### config.mk
export PLATFORM = sky130hd
export DESIGN_NAME = arbitro_1
export DESIGN_NICKNAME = d
export VERILOG_FILES = /design/src/rtl/arbitro_1.sv
export SDC_FILE = /design/constraint.sdc
export NUM_CORES = 1
export LEC_CHECK = 0
export BUFFER_PORTS_ARGS = -buffer_cell sky130_fd_sc_hd__buf_4
export CELL_PAD_IN_SITES_DETAIL_PLACEMENT = 1
export CELL_PAD_IN_SITES_GLOBAL_PLACEMENT = 1
export CORE_AREA = 2 2 60 62
export CTS_CLUSTER_DIAMETER = 120
export DETAILED_ROUTE_END_ITERATION = 6
export DIE_AREA = 0 0 62 64
export PLACE_DENSITY_LB_ADDON = 0.1
export SYNTH_ARGS = -nofsm -noshare
export SYNTH_HDL_FRONTEND = slang
export SYNTH_SLANG_ARGS = --single-unit
### constraint.sdc
create_clock -name clk -period 1.9 [get_ports clk]
set_input_delay 0.285 -clock clk [delete_from_list [all_inputs] [get_ports clk]]
set_output_delay 0.285 -clock clk [all_outputs]
set_load 0.03 [all_outputs]
### src/rtl/arbitro_1.sv
// arbitro_1: round-robin arbiter that pops four class source FIFOs and forwards
// each popped word into a single destination FIFO after a fixed 2-cycle latency.
//
// Ports:
//   clk            clock, all state on posedge
//   reset          asynchronous active-low reset
//   Enable         permits new pops when 1
//   FIFO_empty[3:0] per-class source empty flags (bit i = class i)
//   Almost_full    destination almost-full, blocks new pops only
//   data_in0..3    source FIFO read data, valid the cycle after its Pop
//   Pop[3:0]       registered one-hot pop strobes
//   Push           registered push strobe to destination
//   data_out       registered word written with Push (holds otherwise)
//   class_out      source class of data_out (holds otherwise)
//   idle           registered: nothing in flight and all sources empty
module arbitro_1 #(
    parameter int unsigned WIDTH = 6
) (
    input  logic             clk,
    input  logic             reset,
    input  logic             Enable,
    input  logic [3:0]       FIFO_empty,
    input  logic             Almost_full,
    input  logic [WIDTH-1:0] data_in0,
    input  logic [WIDTH-1:0] data_in1,
    input  logic [WIDTH-1:0] data_in2,
    input  logic [WIDTH-1:0] data_in3,
    output logic [3:0]       Pop,
    output logic             Push,
    output logic [WIDTH-1:0] data_out,
    output logic [1:0]       class_out,
    output logic             idle
);

    localparam int unsigned NQ    = 4;
    localparam int unsigned CLS_W = 2;

    logic [CLS_W-1:0] rr;
    logic             p_vld;
    logic [CLS_W-1:0] p_cls;
    logic             d_vld;
    logic [CLS_W-1:0] d_cls;

    logic [NQ-1:0]    elig_c;
    logic             grant_c;
    logic [CLS_W-1:0] gnt_c;
    logic [CLS_W-1:0] idx_c;
    logic [WIDTH-1:0] sel_data_c;

    // Eligibility excludes the queue popped last cycle: its empty flag is stale.
    always_comb begin
        elig_c = '0;
        if (Enable && !Almost_full) begin
            elig_c = ~FIFO_empty & ~Pop;
        end
    end

    // Round-robin search from rr; scanning offsets high-to-low lets the
    // smallest offset win last.
    always_comb begin
        grant_c = 1'b0;
        gnt_c   = rr;
        idx_c   = rr;
        for (int k = NQ - 1; k >= 0; k--) begin
            idx_c = rr + CLS_W'(k);
            if (elig_c[idx_c]) begin
                grant_c = 1'b1;
                gnt_c   = idx_c;
            end
        end
    end

    // Select the source whose data is valid this cycle (popped last cycle).
    always_comb begin
        sel_data_c = data_in0;
        case (d_cls)
            2'd0:    sel_data_c = data_in0;
            2'd1:    sel_data_c = data_in1;
            2'd2:    sel_data_c = data_in2;
            default: sel_data_c = data_in3;
        endcase
    end

    // Pop stage -> data stage -> push register.
    always_ff @(posedge clk or negedge reset) begin
        if (!reset) begin
            Pop       <= '0;
            Push      <= 1'b0;
            data_out  <= '0;
            class_out <= '0;
            rr        <= '0;
            p_vld     <= 1'b0;
            p_cls     <= '0;
            d_vld     <= 1'b0;
            d_cls     <= '0;
            idle      <= 1'b1;
        end else begin
            Pop   <= grant_c ? (4'b0001 << gnt_c) : 4'b0000;
            p_vld <= grant_c;
            p_cls <= gnt_c;
            if (grant_c) begin
                rr <= gnt_c + CLS_W'(1);
            end
            d_vld <= p_vld;
            d_cls <= p_cls;
            Push  <= d_vld;
            if (d_vld) begin
                data_out  <= sel_data_c;
                class_out <= d_cls;
            end
            idle <= !p_vld && !d_vld && (Pop == 4'b0000) && (&FIFO_empty);
        end
    end

endmodule
== After elaboration in Yosys (flattened, before gate mapping) ==
Index checks and enable logic that the tools add are counted.
Storage, ports and cells
  register bits after elaboration: 22
Operators by class
  multiplexer cells: 19
  add/sub/neg operators: 4
  bitwise operators: 3
  reductions and logical operators: 10
  equality and inequality tests: 2
  $lt $le $gt $ge: 4
  shifts and indexed selects: 1
Operator list (number)
  $pmux W6 S3: 1
  $lt A2 B3 Y1 const B: 4
  $bmux W1 S2: 4
  $mux W1: 8
  $mux W2: 4
  $mux W4: 2
  $not A4 Y4: 2
  $add A2 B1 Y2 const B: 2
  $add A2 B2 Y2 const B: 2
  $and A4 B4 Y4: 1
  $logic_and A1 B1 Y1: 4
  $logic_not A4 Y1: 1
  $reduce_and A4 Y1: 1
  $shl A1 B2 Y4 const A: 1
  $logic_not A1 Y1: 3
  $eq A2 B1 Y1 const B: 1
  $eq A2 B2 Y1 const B: 1
  $logic_not A2 Y1: 1

== Depth between registers and ports, before layout ==
Gate-level depths: netlist of run 1.
  depth in word-level cells: 11
  gate-level depth with buffers: 6
  depth with buffers taken out: 4

== Worst setup path before layout of run 1 ==
No wires, ideal clock.
  path type: register to register
  from: register Pop[0]
  to: register rr[1]
  path buffers: 1
  setup slack: 0.188 ns
  cell stages (with the launch flop): 6
  data arrival time: 1.585 ns
  setup time: 0.126 ns
  cell sequence: dfrtp_1 -> or4b_1 -> buf_2 -> nand2_1 -> a21oi_1 -> a311o_1
Between the ends
  word-level cells in the longest chain between the ends: 10
  elaborated cells on any way between the ends: 20
  those cells by class: 1 x add/sub; 17 x mux; 2 x bitwise
Ends and longest elaborated chain
  from (decl): RTL line 28  | output logic [3:0] Pop,
  from (signal assigned): RTL line 98  | Pop <= grant_c ? (4'b0001 << gnt_c) : 4'b0000;
  $not A4 Y4 (*): RTL line 54  | elig_c = ~FIFO_empty & ~Pop;
  $and A4 B4 Y4 (*): RTL line 54
  $mux W4 (*): RTL line 53  | if (Enable && !Almost_full) begin
  $bmux W1 S2: RTL line 66  | if (elig_c[idx_c]) begin
  $mux W1 (not written as such): RTL line 66
  $mux W2 (4 in a row): RTL line 66
  $add A2 B1 Y2: RTL line 102  | rr <= gnt_c + CLS_W'(1);
  to (signal assigned): RTL line 102
  to (decl): RTL line 38  | logic [CLS_W-1:0] rr;
Every way passes the cells marked *; elsewhere a longest branch is shown, timed or not. The select of a mux whose other input is x is not followed.
A chain may end at the register's enable or synchronous reset.

== Worst setup path in the final report of run 1 ==
Same ends and word-level chain as after synthesis.

==> results.sh, run 1 <==
export IMPL_status="completed"
export IMPL_pre_cts_ws_ns=0.2065
export IMPL_period_needed_ns=1.693
export IMPL_rsz0062_at_grt="false"
export IMPL_power_frac_clock=0.134
export IMPL_fin_crit_sh=0.8913
export IMPL_critical_path_max_fanout=6
export IMPL_ys_warn_count=0
export IMPL_hpwl_mm=2.445
export IMPL_path_class="reg -> reg"
export IMPL_cts_tree="yes"
export IMPL_vias=1029
export IMPL_grt_pass1_vias=1049
export IMPL_die_h_um=64
export IMPL_worstMarginPinSlew_ns=0.5758
export IMPL_worstHoldEndpoint="idle"
export IMPL_syn_to_final_growth_pct=37.51
export IMPL_synthTopCellsByCount="21 x dfrtp_1, 9 x a21oi_1, 8 x mux2_2, 7 x nand2_1, 7 x nor2_1"
export IMPL_whs_ns=0.2831
export IMPL_hold_depth=2
export IMPL_routedWlPerCell_um=16.31
export IMPL_postSynthCellCount=101
export IMPL_p_int_w=0.001170
export IMPL_relSlewSlack=0.6107
export IMPL_htree_num_levels=1
export IMPL_dieArea_um2=3968
export IMPL_power_share_switching=0.3839
export IMPL_combinationalPowerShare=0.449
export IMPL_synth_flop_cell="dfrtp_1"
export IMPL_maxCapViolations=0
export IMPL_rows=21
export IMPL_hold_viol=0
export IMPL_yosys_top_cells_area="dfrtp_1 45%, mux4_2 12%, mux2_2 7.8%"
export IMPL_netlist_area_leader_share=0.4541
export IMPL_antenna_found_initial=0
export IMPL_fin_nets=180
export IMPL_cellPowerDensity_nw_per_um2=1194
export IMPL_ant_nets=0
export IMPL_arrival_ns=1.90
export IMPL_wl_mm=3.148
export IMPL_yosysUniqueCellTypes=28
export IMPL_drive_above_1_share=0.4694
export IMPL_globalplace_congestion=0.8056
export IMPL_core_area_um2=3284
export IMPL_synth_edf_count=0
export IMPL_post_cts_resized=0
export IMPL_r2r_setup_slack_ns=0.21
export IMPL_overflow=0
export IMPL_p_leak_nw=0.7088
export IMPL_cts_root_buf="clkbuf_4"
export IMPL_drv_slew=0
export IMPL_yosysMostFrequentCell="dfrtp_1"
export IMPL_drc_errors=0
export IMPL_ios=46
export IMPL_p_sw_w=0.0007292
export IMPL_hp_start="FIFO_empty[1]"
export IMPL_postCtsSetupBuffers=0
export IMPL_initial_core_util=0.3524
export IMPL_grtUsageTotal=0.1697
export IMPL_viasPerCell=5.332
export IMPL_ys_seq_area_frac=0.4768
export IMPL_dieWidth_um=62
export IMPL_peakVddDrop_mv=0.6107
export IMPL_worst_setup_hold_path_clk_slew_ns=0.13
export IMPL_first_pass_iters=4
export IMPL_finalSetupViolCount=0
export IMPL_syn_area_um2=1157
export IMPL_drtIter0Drc=21
export IMPL_io_buffer_count=45
export IMPL_grt_pass1_wl_mm=5.009
export IMPL_synth_largest_area_cell="dfrtp_1"
export IMPL_insertedDiodeCount=0
export IMPL_ys_ff_latch=22
export IMPL_grt_max_degree=23
export IMPL_regToRegStartpoint="Pop[0]"
export IMPL_r2r_end="rr[1]"
export IMPL_worstRegToRegCells=4
export IMPL_fmax_mhz=590.5
export IMPL_syn_avg_cell_area_um2=11.46
export IMPL_crit_path_end_kind="flop"
export IMPL_cts_sinks=22
export IMPL_critPathLaunchType="flop"
export IMPL_synth_nets=133
export IMPL_setup_tns_ns=0
export IMPL_clock_skew_ns=0.01372
export IMPL_cts_buffers=3
export IMPL_p_seq_frac=0.417
export IMPL_required_ns=2.10
export IMPL_synthArstFlopShare=1.000
export IMPL_clkLatencyLatePin_ns=0.30
export IMPL_clockBufferDepth=2
export IMPL_worst_slack_ns=0.2066
export IMPL_hp_class="in -> reg"
==> power by group through the flow <==
stage                     combinational, W  sequential, W  clock [W]
final                             0.000853       0.000792   0.000255
after global routing              0.000911       0.000832   0.000289
after CTS                         0.000858       0.000796   0.000264
after detailed placement          0.000853       0.000809          0
after global placement            0.000838       0.000797          0
after floorplan                   0.000459       0.000882          0
==> sequential cells by signal (all words and copies together), names as in the netlist <==
| name | count |
|---|---|
| d_vld | 1 |
| p_cls | 2 |
| data_out | 6 |
| Pop | 4 |
| Push | 1 |
| class_out | 2 |
| p_vld | 1 |
| idle | 1 |
| d_cls | 2 |
| rr | 2 |
==> metrics by stage <==
stage | util | instances | power, W | area, um2
4_1_cts | 0.4846 | 193 | 0.001917 | 1592
6_report | 0.4846 | 193 | 0.001900 | 1592
2_1_floorplan | - | 101 | 0.001341 | 1157
3_3_place_gp | 0.4705 | 188 | 0.001635 | 1545
3_5_place_dp | 0.4705 | 188 | 0.001663 | 1545
5_1_grt | 0.4846 | 193 | 0.002032 | 1592
==> kinds of logic after synthesis <==
group,share of synthesized area
flip-flops,0.4768
AND/OR/NAND/NOR,0.1254
AO/OA/AOI/OAI,0.1643
multiplexers,0.1946
buffers and inverters,0.03892
==> worst max path at each step <==
stage / to / slack (ns) / start / cells after the start
after floorplan: rr[1] / 0.19 / Pop[0] / 5
after global placement: rr[1] / 0.27 / Almost_full / 5
after detailed placement: rr[1] / 0.21 / Almost_full / 5
after CTS: rr[1] / 0.20 / Pop[0] / 4
after global routing: p_cls[1] / 0.02 / rr[0] / 4
final: rr[1] / 0.21 / Pop[0] / 4
==> layout make-up <==
| cell class | count | area, um2 |
|---|---|---|
| Clock buffer | 4 | 36.28 |
| Fill cell | 383 | 1693 |
| Inverter | 2 | 7.507 |
| Multi-Input combinational cell | 69 | 560.5 |
| Sequential cell | 22 | 551.8 |
| Tap cell | 46 | 57.56 |
| Timing Repair Buffer | 50 | 377.9 |
==> critical path, stage by stage, from the launching register on <==
cell and delay (ns):
dfrtp_1 0.45, or4b_1 0.65, nand2_1 0.12, a21oi_1 0.06
a311o_1 0.32
==> cell usage in the layout, fill, tap and decap left out, drive strengths merged, types with 4 or more instances in the layout <==
master	synthesis	layout
mux2	8	8
clkbuf	2	4
buf	6	49
a21oi	9	9
nor4b	4	4
mux4	6	6
o22ai	6	6
nand2	7	7
dfrtp	21	21
nor2	7	7
==> layer usage <==
metal / share of wire / track usage
met2: 0.49 / 0.2930
met3: 0.065 / 0.03239
met1: 0.44 / 0.2145
met5: 0 / 0
met4: 0.0038 / 0.03457
==> repair_timing <==
item,CTS,global route
hold buffers,1,0
endpoints found under the hold margin,21,0
setup endpoints to repair,0,0
No activity file was read; power rests on OpenSTA's default activity.
==> inputs of run 2 (changes only) <==
- GPL_TIMING_DRIVEN: not set -> 0
==> run 2 against run 1 <==
  * Routed wire length decreased by 3.4%
  * Clock skew is 0.010 ns lower
  * Sequential cell count did not move
  * Worst setup slack got worse by 0.012 ns
  * First-iteration DRC count rose by 38%
  * Sequential share of layout area shrank 0.081 points
  * Sequential power decreased by 13%
  * Critical endpoint unchanged
==> results.sh, run 2 (synthesis gave the netlist of run 1 again) <==
export IMPL_required_ns=2.10
export IMPL_placed_cells=192
export IMPL_htree_num_levels=1
export IMPL_period_needed_ns=1.706
export IMPL_vias=1057
export IMPL_hp_class="in -> reg"
export IMPL_drive_above_1_share=0.4702
export IMPL_io_buffer_count=45
export IMPL_setup_tns_ns=0
export IMPL_grt_max_degree=23
export IMPL_cts_sinks=22
export IMPL_critical_path_max_fanout=6
export IMPL_core_area_um2=3284
export IMPL_crit_buf_inv=1
export IMPL_grt_pass1_wl_mm=4.802
export IMPL_cts_tree="yes"
export IMPL_final_common_cell="buf_4"
export IMPL_ant_nets=0
export IMPL_hpwl_mm=2.384
export IMPL_cellPowerDensity_nw_per_um2=1174
export IMPL_layout_common_cells="45 x buf_4, 21 x dfrtp_1, 9 x a21oi_1, 8 x mux2_2"
export IMPL_antenna_found_initial=0
export IMPL_syn_to_final_growth_pct=37.84
export IMPL_globalplace_congestion=0.8385
export IMPL_path_class="reg -> reg"
export IMPL_finalSetupViolCount=0
export IMPL_p_leak_nw=0.7113
export IMPL_drv_slew=0
export IMPL_largest_reg_flops=6
export IMPL_cts_buffers=3
export IMPL_peakVddDrop_mv=0.4137
export IMPL_overflow=0
export IMPL_dieArea_um2=3968
export IMPL_crit_path_top_delay_cell="or4b_1"
export IMPL_cpPeakStageDelay_ns=0.51
export IMPL_crit_path_end_kind="flop"
export IMPL_die_h_um=64
export IMPL_rsz0062_at_grt="false"
export IMPL_fin_crit_sh=0.8978
export IMPL_drc_errors=0
export IMPL_maxCapViolations=0
export IMPL_cp_cell_sequence="or4b_1, buf_2, nand2_1, a21oi_1, a311o_1"
export IMPL_hold_viol=0
export IMPL_critical_path_top_delay_family="simple AND/OR/NAND/NOR gates"
export IMPL_grt_pass1_vias=1050
export IMPL_fmax_mhz=586.2
export IMPL_worst_setup_hold_path_clk_slew_ns=0.12
export IMPL_wl_mm=3.042
export IMPL_cts_root_buf="clkbuf_4"
export IMPL_fin_nets=184
export IMPL_clock_skew_ns=0.003761
export IMPL_reg_top3="data_out (6), Pop (4)"
export IMPL_drtIter0Drc=29
export IMPL_first_pass_iters=4
export IMPL_status="completed"
export IMPL_regMostFlops="data_out"
export IMPL_relSlewSlack=0.5250
export IMPL_routedWlPerCell_um=15.44
export IMPL_critPathLaunchType="flop"
export IMPL_whs_ns=0.2719
export IMPL_viasPerCell=5.365
export IMPL_clkLatencyLatePin_ns=0.31
export IMPL_grtUsageTotal=0.1605
export IMPL_arrival_ns=1.91
export IMPL_stdcell_count=197
export IMPL_rows=21
export IMPL_initial_core_util=0.3524
export IMPL_insertedDiodeCount=0
export IMPL_postCtsSetupBuffers=0
export IMPL_worstMarginPinSlew_ns=0.7026
export IMPL_ios=46
export IMPL_dieWidth_um=62
export IMPL_clockBufferDepth=2
==> run 2: path summary, 6_finish.rpt <==
| check | startpoint | endpoint | slack [ns] | depth (start not counted) |
|---|---|---|---|---|
| min | Almost_full | Pop[0] | 0.27 | 3 |
| max | Pop[0] | rr[1] | 0.19 | 5 |
| max reg2reg | Pop[0] | rr[1] | 0.19 | 5 |
| min in group asynchronous | reset | Push | 0.39 | 2 |
| min reg2reg | p_cls[1] | d_cls[1] | 0.36 | 0 |
| max in group asynchronous | reset | idle | 1.24 | 2 |
==> run 2: tightest hold or removal path: stages <==
cell and delay [ns]:
buf_4 0.11, nor4b_2 0.06, o21a_1 0.10
==> run 2: cell type report <==
cell class              instances  area [um2]
plain buffers                   8       37.54
clock buffers                   4       26.28
fillers                       375        1689
inverters                       2       7.507
multi-input cells              69       566.8
flip-flops and latches         22       551.8
well taps                      46       57.56
repair buffers                 46       347.8
==> run 2: metal layers <==
metal  routed length, um  share of wire  vias up  global-route usage
li1                    -              -      486                   -
met1                1230           0.40      538              0.1967
met2                1561           0.51       31              0.2786
met3                 222          0.073        2             0.02834
met4                  27         0.0089        0             0.04521
met5                   0              0        -                   0
==> run 2: what timing repair did <==
action	CTS	global route
hold endpoints to repair	21	0
resized for setup	0	1
endpoints found under the setup margin	0	1
hold buffers	1	0
==> run 2: where the power goes <==
group / leakage (nW) / internal (W) / switching, W / total (W)
sequential: 0.270 / 0.000622 / 0.0000689 / 0.000691
combinational: 0.427 / 0.000444 / 0.000514 / 0.000958
clock: 0.0150 / 0.0000820 / 0.000143 / 0.000225
total: 0.711 / 0.00115 / 0.000726 / 0.00187
==> run 2: per-stage QoR <==
stage          power (W)  setup slack, ns  utilization  area, um2
4_1_cts         0.001894          0.08593       0.4838       1589
3_3_place_gp    0.001641           0.1180       0.4728       1553
6_report        0.001874           0.1942       0.4857       1595
3_5_place_dp    0.001670          0.09697       0.4728       1553
2_1_floorplan   0.001341           0.1882            -       1157
5_1_grt         0.002002          0.07456       0.4857       1595
